`src/rtl/filter_dot_engine_pkg.sv`:
```
`default_nettype none
// ============================================================================
//  Module      : filter_dot_engine_pkg
//  Description : Shared definitions for the filter dot-product engine:
//                FSM state encodings, tap count, accumulator width and
//                saturation bound helpers.
//  Revision    : 1.0 - initial release
// ============================================================================
package filter_dot_engine_pkg;

    // Number of data/weight taps per filter (the bias is a sixth RAM word)
    localparam int c_NUM_TAPS = 5;

    // FSM state encodings
    localparam int         c_STATE_W = 2;
    localparam logic [1:0] c_IDLE    = 2'd0;
    localparam logic [1:0] c_ISSUE   = 2'd1;
    localparam logic [1:0] c_DRAIN   = 2'd2;

    // Cycles spent in DRAIN while the three pipeline stages empty
    localparam int c_DRAIN_CYCLES = 3;

    // Default configuration and its derived accumulator width
    localparam int c_DEF_BIT_WIDTH = 8;
    localparam int c_ACC_WIDTH     = 2 * c_DEF_BIT_WIDTH + 3;

    // Five 2*bw products plus a bw bias need 3 guard bits to never overflow
    function automatic int acc_width(input int bw);
        return 2 * bw + 3;
    endfunction

    // Saturation bounds of a signed bw-bit result
    function automatic int sat_max(input int bw);
        return (1 << (bw - 1)) - 1;
    endfunction

    function automatic int sat_min(input int bw);
        return -(1 << (bw - 1));
    endfunction

endpackage
`default_nettype wire

```
`src/rtl/filter_dot_engine_if.sv`:
```
`default_nettype none
// ============================================================================
//  Module      : filter_dot_engine_if
//  Description : Bus bundle of the filter dot-product engine.
//                Control   : start, relu_en, busy, done
//                Vector    : data_in_0..4
//                RAM port  : weight_read_en, weight_addr, weight_in_0..5
//                Results   : result_out, result_valid, result_index
//                modport slave  - the engine
//                modport master - the controller / weight RAM side
//  Revision    : 1.0 - initial release
// ============================================================================
interface filter_dot_engine_if #(
    parameter int BIT_WIDTH          = 8,
    parameter int DEPTH_COUNTER_BITS = 3
);
    logic                          start;
    logic                          relu_en;
    logic signed [BIT_WIDTH-1:0]   data_in_0;
    logic signed [BIT_WIDTH-1:0]   data_in_1;
    logic signed [BIT_WIDTH-1:0]   data_in_2;
    logic signed [BIT_WIDTH-1:0]   data_in_3;
    logic signed [BIT_WIDTH-1:0]   data_in_4;
    logic                          weight_read_en;
    logic [DEPTH_COUNTER_BITS-1:0] weight_addr;
    logic signed [BIT_WIDTH-1:0]   weight_in_0;
    logic signed [BIT_WIDTH-1:0]   weight_in_1;
    logic signed [BIT_WIDTH-1:0]   weight_in_2;
    logic signed [BIT_WIDTH-1:0]   weight_in_3;
    logic signed [BIT_WIDTH-1:0]   weight_in_4;
    logic signed [BIT_WIDTH-1:0]   weight_in_5;
    logic signed [BIT_WIDTH-1:0]   result_out;
    logic                          result_valid;
    logic [DEPTH_COUNTER_BITS-1:0] result_index;
    logic                          busy;
    logic                          done;

    modport slave (
        input  start, relu_en,
        input  data_in_0, data_in_1, data_in_2, data_in_3, data_in_4,
        input  weight_in_0, weight_in_1, weight_in_2, weight_in_3, weight_in_4, weight_in_5,
        output weight_read_en, weight_addr,
        output result_out, result_valid, result_index, busy, done
    );

    modport master (
        output start, relu_en,
        output data_in_0, data_in_1, data_in_2, data_in_3, data_in_4,
        output weight_in_0, weight_in_1, weight_in_2, weight_in_3, weight_in_4, weight_in_5,
        input  weight_read_en, weight_addr,
        input  result_out, result_valid, result_index, busy, done
    );
endinterface
`default_nettype wire

```
`src/rtl/filter_dot_engine_pipe.sv`:
```
`default_nettype none
// ============================================================================
//  Module      : filter_dot_pipe
//  Description : Three-stage multiply / sum / requantise datapath with a
//                valid + index sideband.
//                P1 registers five signed products and the bias, P2 the
//                accumulator, P3 the shifted, ReLU'd, saturated result.
//  Ports       : clk, rst             clock, async active-high reset
//                i_valid, i_index     RAM word valid this cycle + its filter
//                i_data, i_relu       latched input vector and ReLU enable
//                i_weight, i_bias     RAM outputs
//                o_result, o_valid, o_index, o_done   result stage
//  Revision    : 1.0 - initial release
// ============================================================================
module filter_dot_pipe
    import filter_dot_engine_pkg::*;
#(
    parameter int BIT_WIDTH          = 8,
    parameter int NR_DEPTH           = 8,
    parameter int DEPTH_COUNTER_BITS = 3,
    parameter int OUT_SHIFT          = 4
) (
    input  logic                          clk,
    input  logic                          rst,
    input  logic                          i_valid,
    input  logic [DEPTH_COUNTER_BITS-1:0] i_index,
    input  logic                          i_relu,
    input  logic signed [BIT_WIDTH-1:0]   i_data   [c_NUM_TAPS],
    input  logic signed [BIT_WIDTH-1:0]   i_weight [c_NUM_TAPS],
    input  logic signed [BIT_WIDTH-1:0]   i_bias,
    output logic signed [BIT_WIDTH-1:0]   o_result,
    output logic                          o_valid,
    output logic [DEPTH_COUNTER_BITS-1:0] o_index,
    output logic                          o_done
);
    localparam int PROD_WIDTH = 2 * BIT_WIDTH;
    localparam int ACC_WIDTH  = acc_width(BIT_WIDTH);
    localparam int c_SAT_MAX  = sat_max(BIT_WIDTH);
    localparam int c_SAT_MIN  = sat_min(BIT_WIDTH);
    localparam logic [DEPTH_COUNTER_BITS-1:0] c_LAST_IDX = DEPTH_COUNTER_BITS'(NR_DEPTH - 1);

    logic signed [PROD_WIDTH-1:0]         w_prod [c_NUM_TAPS];
    logic signed [PROD_WIDTH-1:0]         r_prod [c_NUM_TAPS];
    logic signed [BIT_WIDTH-1:0]          r_bias;
    logic                                 r_valid1;
    logic [DEPTH_COUNTER_BITS-1:0]        r_idx1;
    logic signed [ACC_WIDTH-1:0]          w_acc;
    logic signed [ACC_WIDTH-1:0]          r_acc;
    logic                                 r_valid2;
    logic [DEPTH_COUNTER_BITS-1:0]        r_idx2;
    logic signed [ACC_WIDTH-1:0]          w_shifted;
    int                                   w_clip;
    logic signed [BIT_WIDTH-1:0]          w_result;

    // Operands are widened to the product width first so the multiply is
    // evaluated at full precision.
    for (genvar g = 0; g < c_NUM_TAPS; g++) begin : g_mul
        logic signed [PROD_WIDTH-1:0] w_a;
        logic signed [PROD_WIDTH-1:0] w_b;
        assign w_a       = {{BIT_WIDTH{i_data[g][BIT_WIDTH-1]}}, i_data[g]};
        assign w_b       = {{BIT_WIDTH{i_weight[g][BIT_WIDTH-1]}}, i_weight[g]};
        assign w_prod[g] = w_a * w_b;
    end

    always_comb begin
        w_acc = {{(ACC_WIDTH - BIT_WIDTH){r_bias[BIT_WIDTH-1]}}, r_bias};
        for (int i = 0; i < c_NUM_TAPS; i++) begin
            w_acc = w_acc + {{(ACC_WIDTH - PROD_WIDTH){r_prod[i][PROD_WIDTH-1]}}, r_prod[i]};
        end
    end

    // Arithmetic shift floors toward -inf; ReLU is applied before the clip
    always_comb begin
        w_shifted = r_acc >>> OUT_SHIFT;
        w_clip    = int'(w_shifted);
        if (i_relu && (w_clip < 0)) begin
            w_clip = 0;
        end
        if (w_clip > c_SAT_MAX) begin
            w_clip = c_SAT_MAX;
        end else if (w_clip < c_SAT_MIN) begin
            w_clip = c_SAT_MIN;
        end
        w_result = BIT_WIDTH'(w_clip);
    end

    always_ff @(posedge clk or posedge rst) begin
        if (rst) begin
            for (int i = 0; i < c_NUM_TAPS; i++) begin
                r_prod[i] <= '0;
            end
            r_bias   <= '0;
            r_valid1 <= 1'b0;
            r_idx1   <= '0;
            r_acc    <= '0;
            r_valid2 <= 1'b0;
            r_idx2   <= '0;
            o_result <= '0;
            o_valid  <= 1'b0;
            o_index  <= '0;
            o_done   <= 1'b0;
        end else begin
            for (int i = 0; i < c_NUM_TAPS; i++) begin
                r_prod[i] <= w_prod[i];
            end
            r_bias   <= i_bias;
            r_valid1 <= i_valid;
            r_idx1   <= i_index;
            r_acc    <= w_acc;
            r_valid2 <= r_valid1;
            r_idx2   <= r_idx1;
            o_valid  <= r_valid2;
            o_done   <= r_valid2 && (r_idx2 == c_LAST_IDX);
            // Result and index hold their last values between valid cycles
            if (r_valid2) begin
                o_result <= w_result;
                o_index  <= r_idx2;
            end
        end
    end

endmodule
`default_nettype wire

```
`src/rtl/filter_dot_engine.sv`:
```
`default_nettype none
// ============================================================================
//  Module      : filter_dot_engine
//  Description : Evaluates NR_DEPTH 5-tap filters (weights + bias read from
//                an external weight RAM) against a latched input vector, one
//                filter per clock, emitting requantised saturated results.
//  Ports       : clk    clock
//                rst    asynchronous active-high reset
//                bus    filter_dot_engine_if.slave (control, input vector,
//                       weight RAM read port, result stream)
//  Revision    : 1.0 - initial release
// ============================================================================
module filter_dot_engine
    import filter_dot_engine_pkg::*;
#(
    parameter int BIT_WIDTH          = 8,
    parameter int NR_DEPTH           = 8,
    parameter int DEPTH_COUNTER_BITS = 3,
    parameter int OUT_SHIFT          = 4
) (
    input  logic                  clk,
    input  logic                  rst,
    filter_dot_engine_if.slave    bus
);
    localparam logic [DEPTH_COUNTER_BITS-1:0] c_LAST_IDX   = DEPTH_COUNTER_BITS'(NR_DEPTH - 1);
    localparam logic [1:0]                    c_DRAIN_LAST = 2'(c_DRAIN_CYCLES - 1);

    logic [c_STATE_W-1:0]           r_state;
    logic [c_STATE_W-1:0]           w_state_next;
    logic                           w_accept;
    logic                           w_issue;
    logic                           w_drain;
    logic                           w_drain_last;

    logic signed [BIT_WIDTH-1:0]    r_data   [c_NUM_TAPS];
    logic signed [BIT_WIDTH-1:0]    w_weight [c_NUM_TAPS];
    logic                           r_relu;
    logic                           r_busy;
    logic                           r_read_en;
    logic [DEPTH_COUNTER_BITS-1:0]  r_addr;
    logic [DEPTH_COUNTER_BITS-1:0]  r_issue_cnt;
    logic [1:0]                     r_drain_cnt;

    logic signed [BIT_WIDTH-1:0]    w_result;
    logic                           w_valid;
    logic [DEPTH_COUNTER_BITS-1:0]  w_index;
    logic                           w_done;

    // ------------------------------------------------------------------
    // FSM
    // ------------------------------------------------------------------
    always_ff @(posedge clk or posedge rst) begin
        if (rst) begin
            r_state <= c_IDLE;
        end else begin
            r_state <= w_state_next;
        end
    end

    always_comb begin
        w_state_next = r_state;
        w_accept     = 1'b0;
        w_issue      = 1'b0;
        w_drain      = 1'b0;
        w_drain_last = 1'b0;
        case (r_state)
            c_IDLE: begin
                // A Start coinciding with the Done pulse is not taken
                if (bus.start && !w_done) begin
                    w_accept     = 1'b1;
                    w_state_next = c_ISSUE;
                end
            end
            c_ISSUE: begin
                w_issue = 1'b1;
                if (r_issue_cnt == c_LAST_IDX) begin
                    w_state_next = c_DRAIN;
                end
            end
            c_DRAIN: begin
                w_drain = 1'b1;
                // Third drain edge is the one that raises the last result
                if (r_drain_cnt == c_DRAIN_LAST) begin
                    w_drain_last = 1'b1;
                    w_state_next = c_IDLE;
                end
            end
            default: begin
                w_state_next = c_IDLE;
            end
        endcase
    end

    // ------------------------------------------------------------------
    // Input latch, counters and RAM read port
    // ------------------------------------------------------------------
    always_ff @(posedge clk or posedge rst) begin
        if (rst) begin
            for (int i = 0; i < c_NUM_TAPS; i++) begin
                r_data[i] <= '0;
            end
            r_relu      <= 1'b0;
            r_busy      <= 1'b0;
            r_read_en   <= 1'b0;
            r_addr      <= '0;
            r_issue_cnt <= '0;
            r_drain_cnt <= '0;
        end else begin
            r_read_en <= w_issue;
            if (w_accept) begin
                r_data[0]   <= bus.data_in_0;
                r_data[1]   <= bus.data_in_1;
                r_data[2]   <= bus.data_in_2;
                r_data[3]   <= bus.data_in_3;
                r_data[4]   <= bus.data_in_4;
                r_relu      <= bus.relu_en;
                r_busy      <= 1'b1;
                r_issue_cnt <= '0;
                r_drain_cnt <= '0;
            end
            if (w_issue) begin
                r_addr      <= r_issue_cnt;
                r_issue_cnt <= r_issue_cnt + DEPTH_COUNTER_BITS'(1);
            end
            if (w_drain) begin
                r_drain_cnt <= r_drain_cnt + 2'd1;
                if (w_drain_last) begin
                    r_busy <= 1'b0;
                end
            end
        end
    end

    always_comb begin
        w_weight[0] = bus.weight_in_0;
        w_weight[1] = bus.weight_in_1;
        w_weight[2] = bus.weight_in_2;
        w_weight[3] = bus.weight_in_3;
        w_weight[4] = bus.weight_in_4;
    end

    // ------------------------------------------------------------------
    // Datapath: RAM words arrive one cycle after the address, so the
    // registered enable/address double as the pipeline's valid/index.
    // ------------------------------------------------------------------
    filter_dot_pipe #(
        .BIT_WIDTH          (BIT_WIDTH),
        .NR_DEPTH           (NR_DEPTH),
        .DEPTH_COUNTER_BITS (DEPTH_COUNTER_BITS),
        .OUT_SHIFT          (OUT_SHIFT)
    ) u_pipe (
        .clk      (clk),
        .rst      (rst),
        .i_valid  (r_read_en),
        .i_index  (r_addr),
        .i_relu   (r_relu),
        .i_data   (r_data),
        .i_weight (w_weight),
        .i_bias   (bus.weight_in_5),
        .o_result (w_result),
        .o_valid  (w_valid),
        .o_index  (w_index),
        .o_done   (w_done)
    );

    assign bus.weight_read_en = r_read_en;
    assign bus.weight_addr    = r_addr;
    assign bus.result_out     = w_result;
    assign bus.result_valid   = w_valid;
    assign bus.result_index   = w_index;
    assign bus.busy           = r_busy;
    assign bus.done           = w_done;

endmodule
`default_nettype wire
```
`src/flat_wrapper.sv`:
```
// flat-port wrapper written by rule: the top's interface ports become plain ports
module filter_dot_engine_flat import filter_dot_engine_pkg::*;
#(
    parameter int BIT_WIDTH          = 8,
    parameter int NR_DEPTH           = 8,
    parameter int DEPTH_COUNTER_BITS = 3,
    parameter int OUT_SHIFT          = 4
)
  (clk, rst, bus_start, bus_relu_en, bus_data_in_0, bus_data_in_1, bus_data_in_2, bus_data_in_3, bus_data_in_4, bus_weight_in_0, bus_weight_in_1, bus_weight_in_2, bus_weight_in_3, bus_weight_in_4, bus_weight_in_5, bus_weight_read_en, bus_weight_addr, bus_result_out, bus_result_valid, bus_result_index, bus_busy, bus_done);
  filter_dot_engine_if #(.BIT_WIDTH(BIT_WIDTH), .DEPTH_COUNTER_BITS(DEPTH_COUNTER_BITS)) bus_i ();
  input  logic clk;
  input  logic rst;
  input wire logic [$bits(bus_i.start)-1:0] bus_start;
  input wire logic [$bits(bus_i.relu_en)-1:0] bus_relu_en;
  input wire logic [$bits(bus_i.data_in_0)-1:0] bus_data_in_0;
  input wire logic [$bits(bus_i.data_in_1)-1:0] bus_data_in_1;
  input wire logic [$bits(bus_i.data_in_2)-1:0] bus_data_in_2;
  input wire logic [$bits(bus_i.data_in_3)-1:0] bus_data_in_3;
  input wire logic [$bits(bus_i.data_in_4)-1:0] bus_data_in_4;
  input wire logic [$bits(bus_i.weight_in_0)-1:0] bus_weight_in_0;
  input wire logic [$bits(bus_i.weight_in_1)-1:0] bus_weight_in_1;
  input wire logic [$bits(bus_i.weight_in_2)-1:0] bus_weight_in_2;
  input wire logic [$bits(bus_i.weight_in_3)-1:0] bus_weight_in_3;
  input wire logic [$bits(bus_i.weight_in_4)-1:0] bus_weight_in_4;
  input wire logic [$bits(bus_i.weight_in_5)-1:0] bus_weight_in_5;
  output wire logic [$bits(bus_i.weight_read_en)-1:0] bus_weight_read_en;
  output wire logic [$bits(bus_i.weight_addr)-1:0] bus_weight_addr;
  output wire logic [$bits(bus_i.result_out)-1:0] bus_result_out;
  output wire logic [$bits(bus_i.result_valid)-1:0] bus_result_valid;
  output wire logic [$bits(bus_i.result_index)-1:0] bus_result_index;
  output wire logic [$bits(bus_i.busy)-1:0] bus_busy;
  output wire logic [$bits(bus_i.done)-1:0] bus_done;
  assign bus_i.start = bus_start;
  assign bus_i.relu_en = bus_relu_en;
  assign bus_i.data_in_0 = bus_data_in_0;
  assign bus_i.data_in_1 = bus_data_in_1;
  assign bus_i.data_in_2 = bus_data_in_2;
  assign bus_i.data_in_3 = bus_data_in_3;
  assign bus_i.data_in_4 = bus_data_in_4;
  assign bus_i.weight_in_0 = bus_weight_in_0;
  assign bus_i.weight_in_1 = bus_weight_in_1;
  assign bus_i.weight_in_2 = bus_weight_in_2;
  assign bus_i.weight_in_3 = bus_weight_in_3;
  assign bus_i.weight_in_4 = bus_weight_in_4;
  assign bus_i.weight_in_5 = bus_weight_in_5;
  assign bus_weight_read_en = bus_i.weight_read_en;
  assign bus_weight_addr = bus_i.weight_addr;
  assign bus_result_out = bus_i.result_out;
  assign bus_result_valid = bus_i.result_valid;
  assign bus_result_index = bus_i.result_index;
  assign bus_busy = bus_i.busy;
  assign bus_done = bus_i.done;
  filter_dot_engine #(.BIT_WIDTH(BIT_WIDTH), .NR_DEPTH(NR_DEPTH), .DEPTH_COUNTER_BITS(DEPTH_COUNTER_BITS), .OUT_SHIFT(OUT_SHIFT)) u_core (.clk(clk), .rst(rst), .bus(bus_i));
endmodule
```
`config.mk`:
```
export PLATFORM = sky130hd
export DESIGN_NAME = filter_dot_engine_flat
export DESIGN_NICKNAME = d
export VERILOG_FILES = /design/src/rtl/filter_dot_engine_pkg.sv /design/src/rtl/filter_dot_engine_if.sv /design/src/rtl/filter_dot_engine_pipe.sv /design/src/rtl/filter_dot_engine.sv /design/src/flat_wrapper.sv
export SDC_FILE = /design/constraint.sdc
export NUM_CORES = 1
export LEC_CHECK = 0
export ABC_AREA = 1
export BUFFER_PORTS_ARGS = -buffer_cell sky130_fd_sc_hd__buf_2
export CAP_MARGIN = 25
export CELL_PAD_IN_SITES_DETAIL_PLACEMENT = 1
export CELL_PAD_IN_SITES_GLOBAL_PLACEMENT = 1
export CORE_AREA = 2 2 210 212
export DETAILED_ROUTE_END_ITERATION = 10
export DIE_AREA = 0 0 212 214
export HOLD_SLACK_MARGIN = 0.08
export PLACE_DENSITY = 0.79
export SYNTH_ARGS = -nofsm -noshare
export SYNTH_HDL_FRONTEND = slang
export SYNTH_SLANG_ARGS = --single-unit
```
`constraint.sdc`:
```
create_clock -name clk -period 6.05 [get_ports clk]
set_input_delay 0.605 -clock clk [delete_from_list [all_inputs] [get_ports clk]]
set_output_delay 0.605 -clock clk [all_outputs]
set_load 0.05 [all_outputs]
```
==> flow_summary_export.csv <==
group,metric,value,unit
run_status,outcome,"finished clean",
synth,yosysTopAreaCell,"fa_1",
routing,via_per_inst,4.84,
layout,layout.nets,3033,
synth,ys_ff_latch,177,
cts,postCtsSetupBuffers,0,
cts,cts_sinks,177,
placed_design,place_hpwl,42100,um
worst_hold_path,hp-class,"input pin to flip-flop",
flow_run,maxCapViolations,0,
placed_design,gp_congestion,0.856,
sta,fin_crit_sh,75.0,%
sta,fin_skew,18.7,ps
layout,stdcell_count,3039,
layout,final_common_cell,"inv_1",
sta,worst_slew_pin_slew,973,ps
cts,hold_buffers,0,
cts,clk_pin_slew_worst_paths,90,ps
sta,timing.fmax,220,MHz
worst_setup_path,crit_path_end_kind,"flip-flop",
worst_setup_path,crit_start,"u_core.r_data[16]$_DFFE_PP0P_",
routing,wire_per_inst,16.8,um
routing,drt-initial-drc-count,592,
cts,clock_latency,500,ps
sta,layout_min_cycle_time,4540,ps
floorplan,die-height,214,um
synth,synthTopCellsByArea,"fa_1 32%, dfrtp_1 21%, inv_1 14%",
worst_setup_path,critPathMaxStageDelay,540,ps
global_route,antenna_found_initial,3,
sta,drv_slew,0,
floorplan,die_w,212,um
cts,cts_resized,0,
routing,routed_wl,51100,um
global_route,grt_pass1_vias,17300,
sta,hold_viol_final,0,
cts,htreeDepth,4,
worst_setup_path,required,6450,ps
synth,synth_edf_count,0,
synth,yosysWarnings,0,
global_route,grt-ovfl-total,0,
routing,drc,0,
layout,syn_to_final_growth,7.50,%
synth,syn_nets,2985,
cts,cts_tree,"yes",
layout,fillers,5089,
synth,synth.top_cell.area_share,32.4,%
cts,cts_buffers,17,
floorplan,initial_core_util,48.8,%
synth,syn-cell-area,20900,um^2
worst_setup_path,path_max_fanout,9,
placed_design,port_buffers,109,
synth,ys_async_sr_fraction,100,%
sta,slew_headroom,35.1,%
routing,ant_nets,0,
cts,cts-root-buf,"clkbuf_16",
global_route,track_usage,24.6,%
sta,setup_viol,0,
synth,synth.distinct_cells,41,
sta,fin_setup_tns,0,ps
worst_setup_path,critical_path_class,"flip-flop to flip-flop",
worst_setup_path,regToRegStartpoint,"u_core.r_data[16]$_DFFE_PP0P_",
layout,final_core_util,52.5,%
layout,drive_above_1_share,8.69,%
synth,avgSynthCellArea,8.76,um^2
worst_hold_path,whs_path_depth,1,
global_route,grt_start_max_net_pins,111,
synth,synth_cells,2390,
floorplan,io_pins,110,
synth,synth_seq_area_share,21.2,%
placed_design,dp.cells,3004,
routing,drt_pre_antenna_iters,5,
floorplan,core-area,42900,um^2
cts,cts_buffer_depth,2,
routing,num_vias,14700,
worst_setup_path,rr_worst_depth,17,
worst_setup_path,slowest_stage,"fa_1",
layout,mostFrequentLayoutCells,"754 x inv_1, 443 x nand2_1, 339 x fa_1",
floorplan,die-area,45400,um^2
worst_setup_path,crit_chain,"or2_2, fa_1, fa_1, inv_1, fa_1, inv_1, fa_1, inv_1, ha_1, nand2_1, inv_1, a21boi_1, o21ai_1, nand2_1, nand2_1, nand2_1, nand2_1",
global_route,grt_pass1_wl,87000,um
floorplan,rows,76,
worst_setup_path,critPathArrivalTime,4930,ps
worst_hold_path,hp-start,"bus_weight_in_5[0]",
worst_setup_path,path_common_cell,"nand2_1",
sta,rsz0062_at_grt,"no",
worst_setup_path,start_kind,"flip-flop",
synth,ys.flop_type,"dfrtp_1",
## cells in the mapped netlist, types with 12 or more instances
| library cell | number |
|---|---|
| inv_1 | 755 |
| nand2_1 | 443 |
| fa_1 | 339 |
| dfrtp_1 | 177 |
| ha_1 | 164 |
| nor2_1 | 77 |
| clkbuf_1 | 76 |
| a21oi_1 | 66 |
| nand3_1 | 44 |
| xor2_1 | 41 |
| xnor2_1 | 40 |
| o21ai_0 | 25 |
| o21ai_1 | 22 |
| mux2_4 | 20 |
| mux2_2 | 17 |
| nor3_1 | 12 |
## stage by stage
step                instance area (um^2)  setup WS (ps)  hold WS (ps)
global route                       22500           1160           201
finish                             22500           1510           226
global placement                   21900           1410           332
detailed placement                 21900           1250           336
floorplan                          20900            643           331
CTS                                22500           1520           194
## flip-flops by register name (all words and copies together) (netlist names), 2 cells and up
name and cells:
u_core.bus.weight_addr 3, u_core.r_data 40, u_core.r_drain_cnt 2, u_core.r_issue_cnt 3, u_core.r_state 2, u_core.u_pipe.o_index 3, u_core.u_pipe.o_result 8, u_core.u_pipe.r_acc 15
u_core.u_pipe.r_bias 8, u_core.u_pipe.r_idx1 3, u_core.u_pipe.r_idx2 3, u_core.u_pipe.r_prod 80
## metal layers
metal  up-vias  routed length [um]  GRT usage, %
li1       6913                   -             -
met1      7529               21000          29.5
met2       181               27100          44.2
met3        81                1560          4.41
met4         0                1470          8.05
met5         -                   0             0
## worst paths after layout
| kind | to | slack (ps) |
|---|---|---|
| max in group asynchronous | u_core.u_pipe.r_prod[78]$_DFF_PP0_ | 4370 |
| worst min register to register | u_core.u_pipe.r_idx2[1]$_DFF_PP0_ | 350 |
| worst max register to register | u_core.u_pipe.r_prod[45]$_DFF_PP0_ | 1510 |
| min in group asynchronous | u_core.r_data[6]$_DFFE_PP0P_ | 280 |
| worst min-delay path | u_core.u_pipe.r_bias[0]$_DFF_PP0_ | 230 |
| worst max-delay path | u_core.u_pipe.r_prod[45]$_DFF_PP0_ | 1510 |
## cell type report
class / count / area (um^2) / area share, %
Multi-Input combinational cell: 1370 / 13300 / 59.2
Sequential cell: 177 / 4430 / 19.7
Inverter: 762 / 2870 / 12.7
Tap cell: 585 / 732 / 3.25
Timing Repair Buffer: 110 / 553 / 2.46
Clock buffer: 17 / 425 / 1.89
Clock inverter: 15 / 164 / 0.729
Antenna cell: 3 / 7.51 / 0.0334
## worst max-delay path: cells and delay by family, from the launching register on
| family | cells | cell delay, ps |
|---|---|---|
| AND/OR/NAND/NOR | 6 | 820 |
| adder cells (fa/ha/maj) | 5 | 2470 |
| flip-flops | 1 | 530 |
| buffers and inverters | 4 | 210 |
| AO/OA/AOI/OAI | 2 | 380 |
## cell families after synthesis
family          share of synthesized area, %
simple gates                            11.7
flops                                   21.2
mux                                     2.56
fa+ha+maj                               42.2
xor+xnor                                3.39
buf+inv                                 15.3
compound gates                          3.72
Power is not shown: default switching activity piles up to over one toggle a cycle in this logic, so the estimate is an artifact.
